<file path="config.mk">
export PLATFORM = sky130hd
export DESIGN_NAME = multi_change_detector
export DESIGN_NICKNAME = d
export VERILOG_FILES = /design/src/rtl/multi_change_detector.sv
export SDC_FILE = /design/constraint.sdc
export NUM_CORES = 1
export LEC_CHECK = 0
export BUFFER_PORTS_ARGS = -buffer_cell sky130_fd_sc_hd__buf_2
export CAP_MARGIN = 20
export CORE_MARGIN = 2
export CORE_UTILIZATION = 55
export DETAILED_ROUTE_END_ITERATION = 8
export HOLD_SLACK_MARGIN = 0.03
export PLACE_DENSITY = 0.75
export SKIP_LAST_GASP = 1
export SLEW_MARGIN = 20
export SYNTH_ARGS = -nofsm -noshare
export SYNTH_HDL_FRONTEND = slang
export SYNTH_SLANG_ARGS = --single-unit
</file>
<file path="constraint.sdc">
create_clock -name i_clk -period 3.6 [get_ports i_clk]
set_input_delay 0.36 -clock i_clk [delete_from_list [all_inputs] [get_ports i_clk]]
set_output_delay 0.36 -clock i_clk [all_outputs]
set_load 0.02 [all_outputs]
</file>
<file path="src/rtl/multi_change_detector.sv">
// Multi-channel change detector: reports each per-channel value change as a held strobe (lowest pending channel first).
// Latency: sig_in -> pending 1 edge, -> change 2 edges (STABLE_CYCLES+1 / +2 with CHANGE_DEBOUNCE_EN defined).
// Backpressure: a report is held until i_ack or HOLD_CYCLES timeout; further changes queue per channel and coalesce (o_overrun).
module multi_change_detector #(
  parameter int CHANNELS      = 4,
  parameter int WIDTH         = 3,
  parameter int HOLD_CYCLES   = 20,
  parameter int STABLE_CYCLES = 4,
  localparam int CW = (CHANNELS > 1) ? $clog2(CHANNELS) : 1,
  localparam int HW = $clog2(HOLD_CYCLES + 1)
) (
  input  logic                      i_clk,
  input  logic                      i_reset,        // asynchronous, active-low
  input  logic [CHANNELS*WIDTH-1:0] i_sig_in,
  input  logic                      i_ack,
  output logic                      o_change,
  output logic [CW-1:0]             o_change_ch,
  output logic [WIDTH-1:0]          o_change_prev,
  output logic [WIDTH-1:0]          o_change_value,
  output logic [CHANNELS-1:0]       o_pending,
  output logic                      o_overrun
);

  typedef enum logic {S_IDLE, S_REPORT} state_t;

  // Elaboration-time sanity checks on the configuration.
  if (CHANNELS < 1 || WIDTH < 1 || HOLD_CYCLES < 1 || STABLE_CYCLES < 1) begin : g_param_check
    $error("multi_change_detector: all parameters must be >= 1");
  end

  logic [WIDTH-1:0]    w_sig   [CHANNELS];
  logic [WIDTH-1:0]    r_last  [CHANNELS];
  logic [WIDTH-1:0]    r_prev  [CHANNELS];
  logic [CHANNELS-1:0] r_pend;
  logic [CHANNELS-1:0] w_det;
  logic [CHANNELS-1:0] w_clr;
  logic                w_any;
  logic [CW-1:0]       w_sel;
  logic                r_overrun;

  state_t              r_state;
  logic [HW-1:0]       r_hold;
  logic                r_change;
  logic [CW-1:0]       r_ch;
  logic [WIDTH-1:0]    r_out_prev;
  logic [WIDTH-1:0]    r_out_val;

  genvar g;
  for (g = 0; g < CHANNELS; g++) begin : g_split
    assign w_sig[g] = i_sig_in[g*WIDTH +: WIDTH];
  end

`ifdef CHANGE_DEBOUNCE_EN
  localparam int SW = $clog2(STABLE_CYCLES + 1);

  logic [WIDTH-1:0] r_cand [CHANNELS];
  logic [SW-1:0]    r_stab [CHANNELS];

  // Track the candidate input value and how many consecutive edges it has been seen (saturating).
  always_ff @(posedge i_clk or negedge i_reset) begin
    if (!i_reset) begin
      for (int k = 0; k < CHANNELS; k++) begin
        r_cand[k] <= '0;
        r_stab[k] <= '0;
      end
    end else begin
      for (int k = 0; k < CHANNELS; k++) begin
        if (w_sig[k] != r_cand[k]) begin
          r_cand[k] <= w_sig[k];
          r_stab[k] <= SW'(1);
        end else if (r_stab[k] != SW'(STABLE_CYCLES)) begin
          r_stab[k] <= r_stab[k] + SW'(1);
        end
      end
    end
  end

  // A new value is accepted only on the edge after it has been seen STABLE_CYCLES times in a row.
  always_comb begin
    w_det = '0;
    for (int k = 0; k < CHANNELS; k++) begin
      w_det[k] = (w_sig[k] == r_cand[k]) && (r_stab[k] == SW'(STABLE_CYCLES)) &&
                 (w_sig[k] != r_last[k]);
    end
  end
`else
  // Any difference from the accepted value is a change.
  always_comb begin
    w_det = '0;
    for (int k = 0; k < CHANNELS; k++) begin
      w_det[k] = (w_sig[k] != r_last[k]);
    end
  end
`endif

  // Lowest-index pending channel wins; the clear only fires when the IDLE state latches it.
  always_comb begin
    w_any = 1'b0;
    w_sel = '0;
    w_clr = '0;
    for (int k = CHANNELS - 1; k >= 0; k--) begin
      if (r_pend[k]) begin
        w_any = 1'b1;
        w_sel = CW'(k);
      end
    end
    for (int k = 0; k < CHANNELS; k++) begin
      w_clr[k] = (r_state == S_IDLE) && w_any && (w_sel == CW'(k));
    end
  end

  // Per-channel last/prev/pend bookkeeping; a new change beats the report's clear on the same edge.
  always_ff @(posedge i_clk or negedge i_reset) begin
    if (!i_reset) begin
      for (int k = 0; k < CHANNELS; k++) begin
        r_last[k] <= '0;
        r_prev[k] <= '0;
      end
      r_pend    <= '0;
      r_overrun <= 1'b0;
    end else begin
      for (int k = 0; k < CHANNELS; k++) begin
        if (w_det[k]) begin
          r_last[k] <= w_sig[k];
          r_pend[k] <= 1'b1;
          // Start a fresh old-value snapshot unless an unreported change is being coalesced.
          if (!r_pend[k] || w_clr[k]) begin
            r_prev[k] <= r_last[k];
          end
        end else if (w_clr[k]) begin
          r_pend[k] <= 1'b0;
        end
      end
      // Coalescing: a channel still waiting (and not being taken this edge) changed again.
      r_overrun <= |(w_det & r_pend & ~w_clr);
    end
  end

  // Report FSM: latch a pending channel in IDLE, hold the report until ack or timeout.
  always_ff @(posedge i_clk or negedge i_reset) begin
    if (!i_reset) begin
      r_state    <= S_IDLE;
      r_hold     <= '0;
      r_change   <= 1'b0;
      r_ch       <= '0;
      r_out_prev <= '0;
      r_out_val  <= '0;
    end else begin
      case (r_state)
        S_IDLE: begin
          r_hold <= '0;
          if (w_any) begin
            r_ch       <= w_sel;
            r_out_prev <= r_prev[w_sel];
            r_out_val  <= r_last[w_sel];
            r_change   <= 1'b1;
            r_state    <= S_REPORT;
          end
        end
        S_REPORT: begin
          if (i_ack || (r_hold == HW'(HOLD_CYCLES - 1))) begin
            r_change <= 1'b0;
            r_hold   <= '0;
            r_state  <= S_IDLE;
          end else begin
            r_hold <= r_hold + HW'(1);
          end
        end
        default: begin
          r_change <= 1'b0;
          r_hold   <= '0;
          r_state  <= S_IDLE;
        end
      endcase
    end
  end

  assign o_change       = r_change;
  assign o_change_ch    = r_ch;
  assign o_change_prev  = r_out_prev;
  assign o_change_value = r_out_val;
  assign o_pending      = r_pend;
  assign o_overrun      = r_overrun;

endmodule

</file>
==> results.py, run 1 <==
metrics = {
    "drt": {
        "drcViolationCount": 0,
        "num_vias": 1349,
        "routed_wl_um": 3620,
        "drtIter0Drc": 106,
        "ant_nets": 0,
        "vias_per_cell": 5.62,
        "drt_pass1_iterations": 4,
        "wl_per_cell_um": 15.1,
    },
    "clock_tree": {
        "clkTransAtPathRegs_ns": 0.12,
        "root_buffer": "clkbuf_4",
        "cts_resized": 0,
        "cts_setup_buffers": 0,
        "clockBufferDepth": 2,
        "clock_sinks": 44,
        "numCtsBuffers": 5,
        "cts_hold_buf": 0,
        "htree_levels": 2,
        "cts_tree": "yes",
        "clk_latency_ns": 0.36,
    },
    "placed_design": {
        "place.gp.congestion": 0.932,
        "dp_hpwl_um": 2660,
        "pre_cts_slack_ns": 1.80,
        "port_buffers": 28,
    },
    "power": {
        "p_switching_uw": 433,
        "p_per_area_nw_per_um2": 594,
        "pwr-share-comb": 0.273,
        "p_sw_frac": 0.345,
        "intPower_uw": 822,
        "p_leak_nw": 0.986,
        "clkPwrFrac": 0.197,
        "peakVddDrop_uv": 259,
        "seq_power_share": 0.530,
    },
    "grt": {
        "grt_start_max_net_pins": 45,
        "grt_antenna_before_repair": 0,
        "grt-ovfl-total": 0,
        "grt_usage": 0.206,
        "grt_pass1_vias": 1341,
        "grt_pass1_wl_um": 6330,
    },
    "layout": {
        "diodes": 0,
        "n_fill_cell": 289,
        "final_common_cell": "dfrtp_1",
        "area_growth_syn_to_layout_pct": 10.1,
        "nNetsFinal": 209,
        "layout_common_cells": "dfrtp_1 (44), buf_2 (28), a21oi_1 (17)",
        "layout-drive-gt1-share": 0.253,
    },
    "timing": {
        "slew_headroom": 0.356,
        "layout_setup_ws_ns": 1.76,
        "drv_slew": 0,
        "fmax_mhz": 544,
        "setup_viol": 0,
        "rsz0062_at_grt": "no",
        "finalHoldViolations": 0,
        "hold_ws_ns": 0.120,
        "finClkSkew_ns": 0.00626,
        "finalCritPeriodShare": 0.511,
        "setup_tns_ns": 0,
        "period_needed_ns": 1.84,
        "worst_slew_pin_slew_ns": 0.966,
    },
    "critical_path": {
        "endpoint_kind": "flop",
        "required_ns": 3.85,
        "path_class": "reg2reg",
        "cp_data_arrival_time_ns": 2.09,
        "start_kind": "flop",
        "critPathMaxFanout": 17,
    },
    "synthesis": {
        "syn_inst": 175,
        "yosysSeqAreaShare": 0.574,
        "syn_nets": 191,
        "ys_types": 30,
        "ys_warn_count": 0,
        "ys_ff_latch": 44,
        "syn_area_sq_um": 1920,
        "synth.avg_cell_area_sq_um": 11.0,
    },
    "floorplan": {
        "start_util": 0.575,
        "rows": 21,
        "core_sq_um": 3340,
        "io_pins": 29,
        "die_area_sq_um": 3980,
        "die_w_um": 63.1,
        "die_height_um": 63.1,
    },
    "job": {
        "maxCapViolations": 0,
    },
    "outcome": {
        "status": "completed",
    },
    "min_path": {
        "hold_class": "in2reg",
    },
}
registers in the layout, summed over array words and instances, names as in the netlist:
register        count
o_change            1
r_hold              5
r_prev             12
o_overrun           1
o_change_value      3
r_state             1
o_pending           4
o_change_ch         2
o_change_prev       3
r_last             12
per-layer routing:
metal | up-vias | global-route usage | wire length [um]
met5 | - | 0 | 0
met4 | 0 | 0.0861 | 69
met3 | 8 | 0.0554 | 229
met2 | 48 | 0.327 | 1740
met1 | 664 | 0.270 | 1580
li1 | 629 | - | -
power by group through the flow:
| stage | sequential [mW] | combinational (mW) | clock [mW] |
|---|---|---|---|
| after floorplan | 0.708 | 0.199 | 0 |
| after global placement | 0.668 | 0.334 | 0 |
| after detailed placement | 0.673 | 0.343 | 0 |
| after CTS | 0.663 | 0.345 | 0.254 |
| after global routing | 0.681 | 0.378 | 0.281 |
| final | 0.664 | 0.343 | 0.247 |
critical path, cell delays in order, from the launching register on:
cell and delay, ns:
dfrtp_1 0.58, or3_4 0.46, o21ai_2 0.15, and2b_2 0.20, mux2_2 0.34
cell type report:
class	count	area [sq um]	area share
tap	46	57.6	0.0273
inverter	10	37.5	0.0178
clock buffer	6	51.3	0.0243
timing repair buffer	28	140	0.0664
multi-input combinational	104	714	0.338
clock inverter	2	10.0	0.00474
sequential	44	1100	0.521
final timing paths:
path | slack, ns | cells past startpoint | end | start
worst max register to register | 1.76 | 4 | r_prev[1] | o_pending[1]
min in group asynchronous | 0.13 | 1 | r_last[6] | i_reset
worst max-delay path | 1.76 | 4 | r_prev[1] | o_pending[1]
worst min-delay path | 0.12 | 1 | r_last[1] | i_sig_in[10]
max in group asynchronous | 2.86 | 1 | r_prev[5] | i_reset
worst min register to register | 0.48 | 1 | r_hold[0] | r_hold[0]
metrics by stage:
| stage | std cells | total power, mW | cell area, sq um | util |
|---|---|---|---|---|
| after floorplan | 175 | 0.908 | 1920 | - |
| after global placement | 232 | 1.00 | 2050 | 0.615 |
| after detailed placement | 232 | 1.02 | 2050 | 0.615 |
| after CTS | 240 | 1.26 | 2110 | 0.633 |
| after global routing | 240 | 1.34 | 2110 | 0.633 |
| final | 240 | 1.25 | 2110 | 0.633 |
logic make-up (layout without fill, tap and decap cells):
kind of cell | count (synthesis) | in the layout | synth area share
mux | 12 | 12 | 0.0685
xor+xnor | 15 | 15 | 0.0685
fa+ha+maj | 1 | 1 | 0.00652
simple gates | 37 | 37 | 0.0920
compound gates | 39 | 39 | 0.137
buf+inv | 27 | 46 | 0.0535
flops | 44 | 44 | 0.574
Yosys cell counts (all sizes together):
master	count	area, sq um
a21o	1	7.51
ha	1	12.5
nand4	1	6.26
nor2	15	56.3
a22o	1	8.76
a221o	7	70.1
mux2	9	101
xnor2	7	61.3
o22ai	2	12.5
inv	10	37.5
dfrtp	44	1100
nor3	2	15.0
xor2	8	70.1
and3	2	12.5
a31oi	1	6.26
o22a	1	8.76
nand2	9	33.8
and2b	1	8.76
a22oi	6	45.0
clkbuf	14	52.6
a21oi	17	85.1
nand3	4	20.0
or3	1	11.3
mux2i	3	30.0
o21ai	3	18.8
nor2b	2	12.5
buf	3	12.5
Note: power is estimated with default switching activity, not from simulation.
==> run 2: changes to the inputs <==
--- a/config.mk
+++ b/config.mk
@@ -8,10 +8,10 @@
 export BUFFER_PORTS_ARGS = -buffer_cell sky130_fd_sc_hd__buf_2
 export CAP_MARGIN = 20
 export CORE_MARGIN = 2
-export CORE_UTILIZATION = 55
+export CORE_UTILIZATION = 50
 export DETAILED_ROUTE_END_ITERATION = 8
 export HOLD_SLACK_MARGIN = 0.03
-export PLACE_DENSITY = 0.75
+export PLACE_DENSITY = 0.72
 export SKIP_LAST_GASP = 1
 export SLEW_MARGIN = 20
 export SYNTH_ARGS = -nofsm -noshare
==> constraint.sdc (replaced) <==
create_clock -name i_clk -period 1.6 [get_ports i_clk]
set_input_delay 0.16 -clock i_clk [delete_from_list [all_inputs] [get_ports i_clk]]
set_output_delay 0.16 -clock i_clk [all_outputs]
set_load 0.02 [all_outputs]
==> results.py, run 2 (synthesis results as in run 1) <==
metrics = {
    "outcome": {
        "status": "finished with violations",
        "violations": "setup timing",
    },
    "timing": {
        "rsz0062_at_grt": "yes",
        "hold_ws_ns": 0.190,
        "setup_viol": 1,
        "finalHoldViolations": 0,
        "worst_slew_pin_slew_ns": 0.501,
        "drv_slew": 0,
        "finClkSkew_ns": 0.00700,
        "period_needed_ns": 1.62,
        "fmax_mhz": 616,
        "layout_setup_ws_ns": -0.0239,
        "slew_headroom": 0.666,
        "setup_tns_ns": -0.0239,
        "finalCritPeriodShare": 1.01,
    },
    "floorplan": {
        "start_util": 0.524,
        "die_w_um": 65.9,
        "io_pins": 29,
        "die_area_sq_um": 4350,
        "rows": 22,
        "core_sq_um": 3660,
        "die_height_um": 65.9,
    },
    "grt": {
        "grt_start_max_net_pins": 25,
        "grt_pass1_wl_um": 6740,
        "grt-ovfl-total": 0,
        "grt_usage": 0.211,
        "grt_pass1_vias": 1457,
        "grt_antenna_before_repair": 0,
    },
    "drt": {
        "vias_per_cell": 5.44,
        "drt_pass1_iterations": 4,
        "wl_met2_um": 1970,
        "routed.top_layer": "met4",
        "ant_nets": 0,
        "routed-wl-met3_um": 231,
        "drcViolationCount": 0,
        "drtIter0Drc": 67,
        "routed_wl_um": 3940,
        "wl_per_cell_um": 14.9,
        "wl_met1_um": 1650,
        "num_vias": 1435,
    },
    "critical_path": {
        "endpoint_kind": "flop",
        "rr_startpoint": "o_pending[0]",
        "reg2reg_to": "r_prev[0]",
        "path_class": "in2reg",
        "cp_data_arrival_time_ns": 1.82,
        "required_ns": 1.79,
        "worst_r2r_path_depth": 4,
        "ff2ff_setup_slack_ns": 0.01,
        "critPathMaxFanout": 3,
        "start_kind": "input pin",
    },
    "clock_tree": {
        "clock_sinks": 44,
        "clkTransAtPathRegs_ns": 0.08,
        "clockBufferDepth": 2,
        "clk_latency_ns": 0.30,
        "numCtsBuffers": 5,
        "root_buffer": "clkbuf_8",
        "cts_tree": "yes",
        "htree_levels": 2,
    },
    "layout": {
        "seq_area_sq_um": 1100,
        "layout_common_cells": "dfrtp_1 (42), buf_2 (28), a21oi_1 (16)",
        "reg_top3": "r_last: 12 flops, r_prev: 12 flops, r_hold: 5 flops",
        "diodes": 0,
        "multi_input_area_sq_um": 728,
        "n_fill_cell": 274,
        "area_growth_syn_to_layout_pct": 24.3,
        "nNetsFinal": 231,
        "final_common_cell": "dfrtp_1",
        "layout-drive-gt1-share": 0.292,
    },
    "min_path": {
        "min_delay_worst_endpoint": "o_pending[0]",
        "hp-start": "i_sig_in[2]",
        "hold_class": "in2reg",
        "hold_depth": 3,
    },
    "power": {
        "p_leak_nw": 1.11,
        "peakVddDrop_uv": 732,
        "p_per_area_nw_per_um2": 1290,
    },
    "placed_design": {
        "port_buffers": 28,
        "dp_hpwl_um": 2920,
        "place.gp.congestion": 0.866,
    },
    "job": {
        "maxCapViolations": 0,
    },
}
[run 2: cell count changes in the layout (fill, tap and decap cells not counted), sizes merged]
cell | before | now
buf | 28 | 37
dlygate4sd3 | 0 | 13
[run 2: repair_timing]
action / in CTS / in global routing
gates resized for setup: 1 / 2
setup endpoints to repair: 4 / 10
hold buffers: 13 / 0
setup buffers: 0 / 2
endpoints found under the hold margin: 32 / 0
pin swaps: 0 / 2
[run 2: worst max-delay path by stage]
stage	end	startpoint	cells past startpoint	slack, ns
after CTS	o_overrun	i_sig_in[7]	6	0.01
after detailed placement	o_change_prev[2]	o_pending[1]	5	-0.003
after floorplan	r_prev[0]	o_pending[1]	4	-0.02
after global placement	r_prev[5]	o_pending[0]	3	0.02
after global routing	o_overrun	i_sig_in[5]	6	-0.07
final	o_overrun	i_sig_in[5]	6	-0.02
[run 2: routing by layer]
metal  vias to the layer above  global-route usage
li1                        680                   -
met1                       701               0.271
met2                        44               0.346
met3                        10              0.0562
met4                         0              0.0714
met5                         -                   0
[run 2: layout make-up]
cell class / count / area share
Timing Repair Buffer: 50 / 0.152
Clock buffer: 6 / 0.0346
Multi-Input combinational cell: 104 / 0.305
Tap cell: 48 / 0.0252
Inverter: 10 / 0.0157
Clock inverter: 2 / 0.00420
Sequential cell: 44 / 0.463
[run 2: critical path, cell delays in order]
cell           delay [ns]
dlygate4sd3_1        0.54
buf_2                0.13
xor2_1               0.15
nor3_1               0.38
o22ai_1              0.16
a221o_1              0.28
[run 2: power by group]
group / switching [mW] / leakage, nW / internal [mW]
clock network: 0.370 / 0.0510 / 0.344
logic: 0.528 / 0.543 / 0.360
registers: 0.129 / 0.517 / 1.34
[run 2: per-stage QoR]
stage | util | cells | worst slack [ns] | area [sq um] | power, mW
CTS | 0.645 | 262 | 0.0135 | 2360 | 3.09
floorplan | - | 175 | -0.0171 | 1920 | 2.04
detailed placement | 0.583 | 241 | -0.00277 | 2130 | 2.34
global placement | 0.583 | 241 | 0.0241 | 2130 | 2.30
finish | 0.651 | 264 | -0.0239 | 2380 | 3.07
global route | 0.651 | 264 | -0.0683 | 2380 | 3.28
==> run 3: changes to the inputs <==
--- a/config.mk
+++ b/config.mk
@@ -12,6 +12,7 @@
 export DETAILED_ROUTE_END_ITERATION = 8
 export HOLD_SLACK_MARGIN = 0.03
 export PLACE_DENSITY = 0.72
+export RECOVER_POWER = 25
 export SKIP_LAST_GASP = 1
 export SLEW_MARGIN = 20
 export SYNTH_ARGS = -nofsm -noshare
==> constraint.sdc (replaced) <==
create_clock -name i_clk -period 1.3 [get_ports i_clk]
set_input_delay 0.13 -clock i_clk [delete_from_list [all_inputs] [get_ports i_clk]]
set_output_delay 0.13 -clock i_clk [all_outputs]
set_load 0.02 [all_outputs]
==> results.py, run 3 (synthesis results as in run 1) <==
metrics = {
    "drt": {
        "drt_pass1_iterations": 4,
        "wl_per_cell_um": 15.4,
        "drcViolationCount": 0,
        "drtIter0Drc": 73,
        "vias_per_cell": 5.23,
        "routed_wl_um": 4490,
        "num_vias": 1527,
        "ant_nets": 0,
    },
    "grt": {
        "grt_start_max_net_pins": 28,
        "grt_pass1_vias": 1624,
        "grt_usage": 0.227,
        "grt_antenna_before_repair": 0,
        "grt_pass1_wl_um": 7280,
        "grt-ovfl-total": 0,
    },
    "layout": {
        "n_fill_cell": 248,
        "area_growth_syn_to_layout_pct": 44.4,
        "diodes": 0,
        "reg_top3": "r_last: 12 flops, r_prev: 12 flops, r_hold: 5 flops",
        "nNetsFinal": 259,
        "layout_common_cells": "dfrtp_1 (40), buf_4 (33), a21oi_1 (15)",
        "layout-drive-gt1-share": 0.402,
        "final_common_cell": "dfrtp_1",
    },
    "clock_tree": {
        "htree_levels": 2,
        "cts_tree": "yes",
        "root_buffer": "clkbuf_8",
        "clock_sinks": 44,
        "numCtsBuffers": 5,
        "clkTransAtPathRegs_ns": 0.08,
        "clk_latency_ns": 0.30,
        "clockBufferDepth": 2,
    },
    "floorplan": {
        "rows": 22,
        "die_height_um": 65.9,
        "die_area_sq_um": 4350,
        "core_sq_um": 3660,
        "io_pins": 29,
        "start_util": 0.524,
        "die_w_um": 65.9,
    },
    "timing": {
        "rsz0062_at_grt": "yes",
        "slew_headroom": 0.660,
        "finClkSkew_ns": 0.00535,
        "layout_setup_ws_ns": -0.291,
        "drv_slew": 0,
        "worst_slew_pin_slew_ns": 0.511,
        "fmax_mhz": 629,
        "period_needed_ns": 1.59,
        "finalHoldViolations": 0,
        "finalCritPeriodShare": 1.22,
        "setup_tns_ns": -2.00,
        "hold_ws_ns": 0.162,
        "setup_viol": 12,
    },
    "critical_path": {
        "start_kind": "flop",
        "endpoint_kind": "flop",
        "cp_data_arrival_time_ns": 1.77,
        "required_ns": 1.48,
        "path_class": "reg2reg",
        "critPathMaxFanout": 3,
    },
    "outcome": {
        "violations": "setup timing",
        "status": "finished with violations",
    },
    "min_path": {
        "hold_class": "in2reg",
    },
    "power": {
        "p_leak_nw": 1.28,
        "peakVddDrop_uv": 885,
        "p_per_area_nw_per_um2": 1430,
    },
    "placed_design": {
        "port_buffers": 28,
        "dp_hpwl_um": 3070,
        "place.gp.congestion": 0.947,
    },
    "job": {
        "maxCapViolations": 0,
    },
}
[run 3: cell types whose count changed in the layout (fill, tap and decap cells not counted), moves of 3 or more]
cell,change
mux2_2,-5
mux2_4,+5
xnor2_1,-3
xnor2_2,+3
a22oi_1,-4
clkbuf_1,+14
a22oi_2,+4
buf_2,-14
buf_4,+26
[run 3: path summary, 6_finish.rpt]
kind	slack, ns	depth (start not counted)	from	end
max in group asynchronous	0.46	3	i_reset	r_prev[10]
max	-0.29	4	o_pending[0]	r_prev[0]
min reg2reg	0.46	1	r_hold[0]	r_hold[0]
min in group asynchronous	0.32	2	i_reset	r_prev[4]
min	0.16	3	i_ack	r_hold[1]
max reg2reg	-0.29	4	o_pending[0]	r_prev[0]
[run 3: what timing repair did]
| action | 4_1_cts | 5_1_grt |
|---|---|---|
| resized for setup | 24 | 15 |
| pin swaps | 5 | 4 |
| hold buffers | 13 | 0 |
| endpoints found under the setup margin | 21 | 24 |
| cloned | 0 | 0 |
| setup buffers | 4 | 3 |
| endpoints found under the hold margin | 29 | 0 |
[run 3: final cells by class]
| type | instances | area (sq um) | share of cell area |
|---|---|---|---|
| clock buffer | 8 | 90.1 | 0.0325 |
| inverter | 10 | 37.5 | 0.0136 |
| multi-input combinational | 104 | 895 | 0.323 |
| sequential | 44 | 1110 | 0.399 |
| tap | 48 | 60.1 | 0.0217 |
| timing repair buffer | 78 | 581 | 0.210 |
[run 3: where the power goes]
group          total, mW  switching (mW)  internal, mW
logic               1.28           0.731         0.553
registers           1.80           0.155          1.65
clock network      0.860           0.427         0.433
[run 3: through the flow]
stage / util / std cells / worst slack, ns / power, mW / instance area (sq um)
after CTS: 0.734 / 289 / -0.281 / 3.88 / 2690
after detailed placement: 0.631 / 264 / -0.308 / 2.93 / 2310
after global placement: 0.631 / 264 / -0.234 / 2.88 / 2310
after floorplan: - / 175 / -0.316 / 2.52 / 1930
after global routing: 0.756 / 292 / -0.333 / 4.17 / 2770
final: 0.756 / 292 / -0.291 / 3.95 / 2770
[run 3: critical path: stages (launching register included)]
cell     delay [ns]
dfrtp_2        0.40
or3_4          0.40
o21ai_4        0.14
and2b_2        0.20
mux2_2         0.34
[run 3: routing by layer]
layer | part of all wire | GRT usage | up-vias
met5 | 0 | 0 | -
met4 | 0.026 | 0.0969 | 0
met3 | 0.049 | 0.0664 | 13
met2 | 0.49 | 0.374 | 50
met1 | 0.43 | 0.278 | 734
li1 | - | - | 730
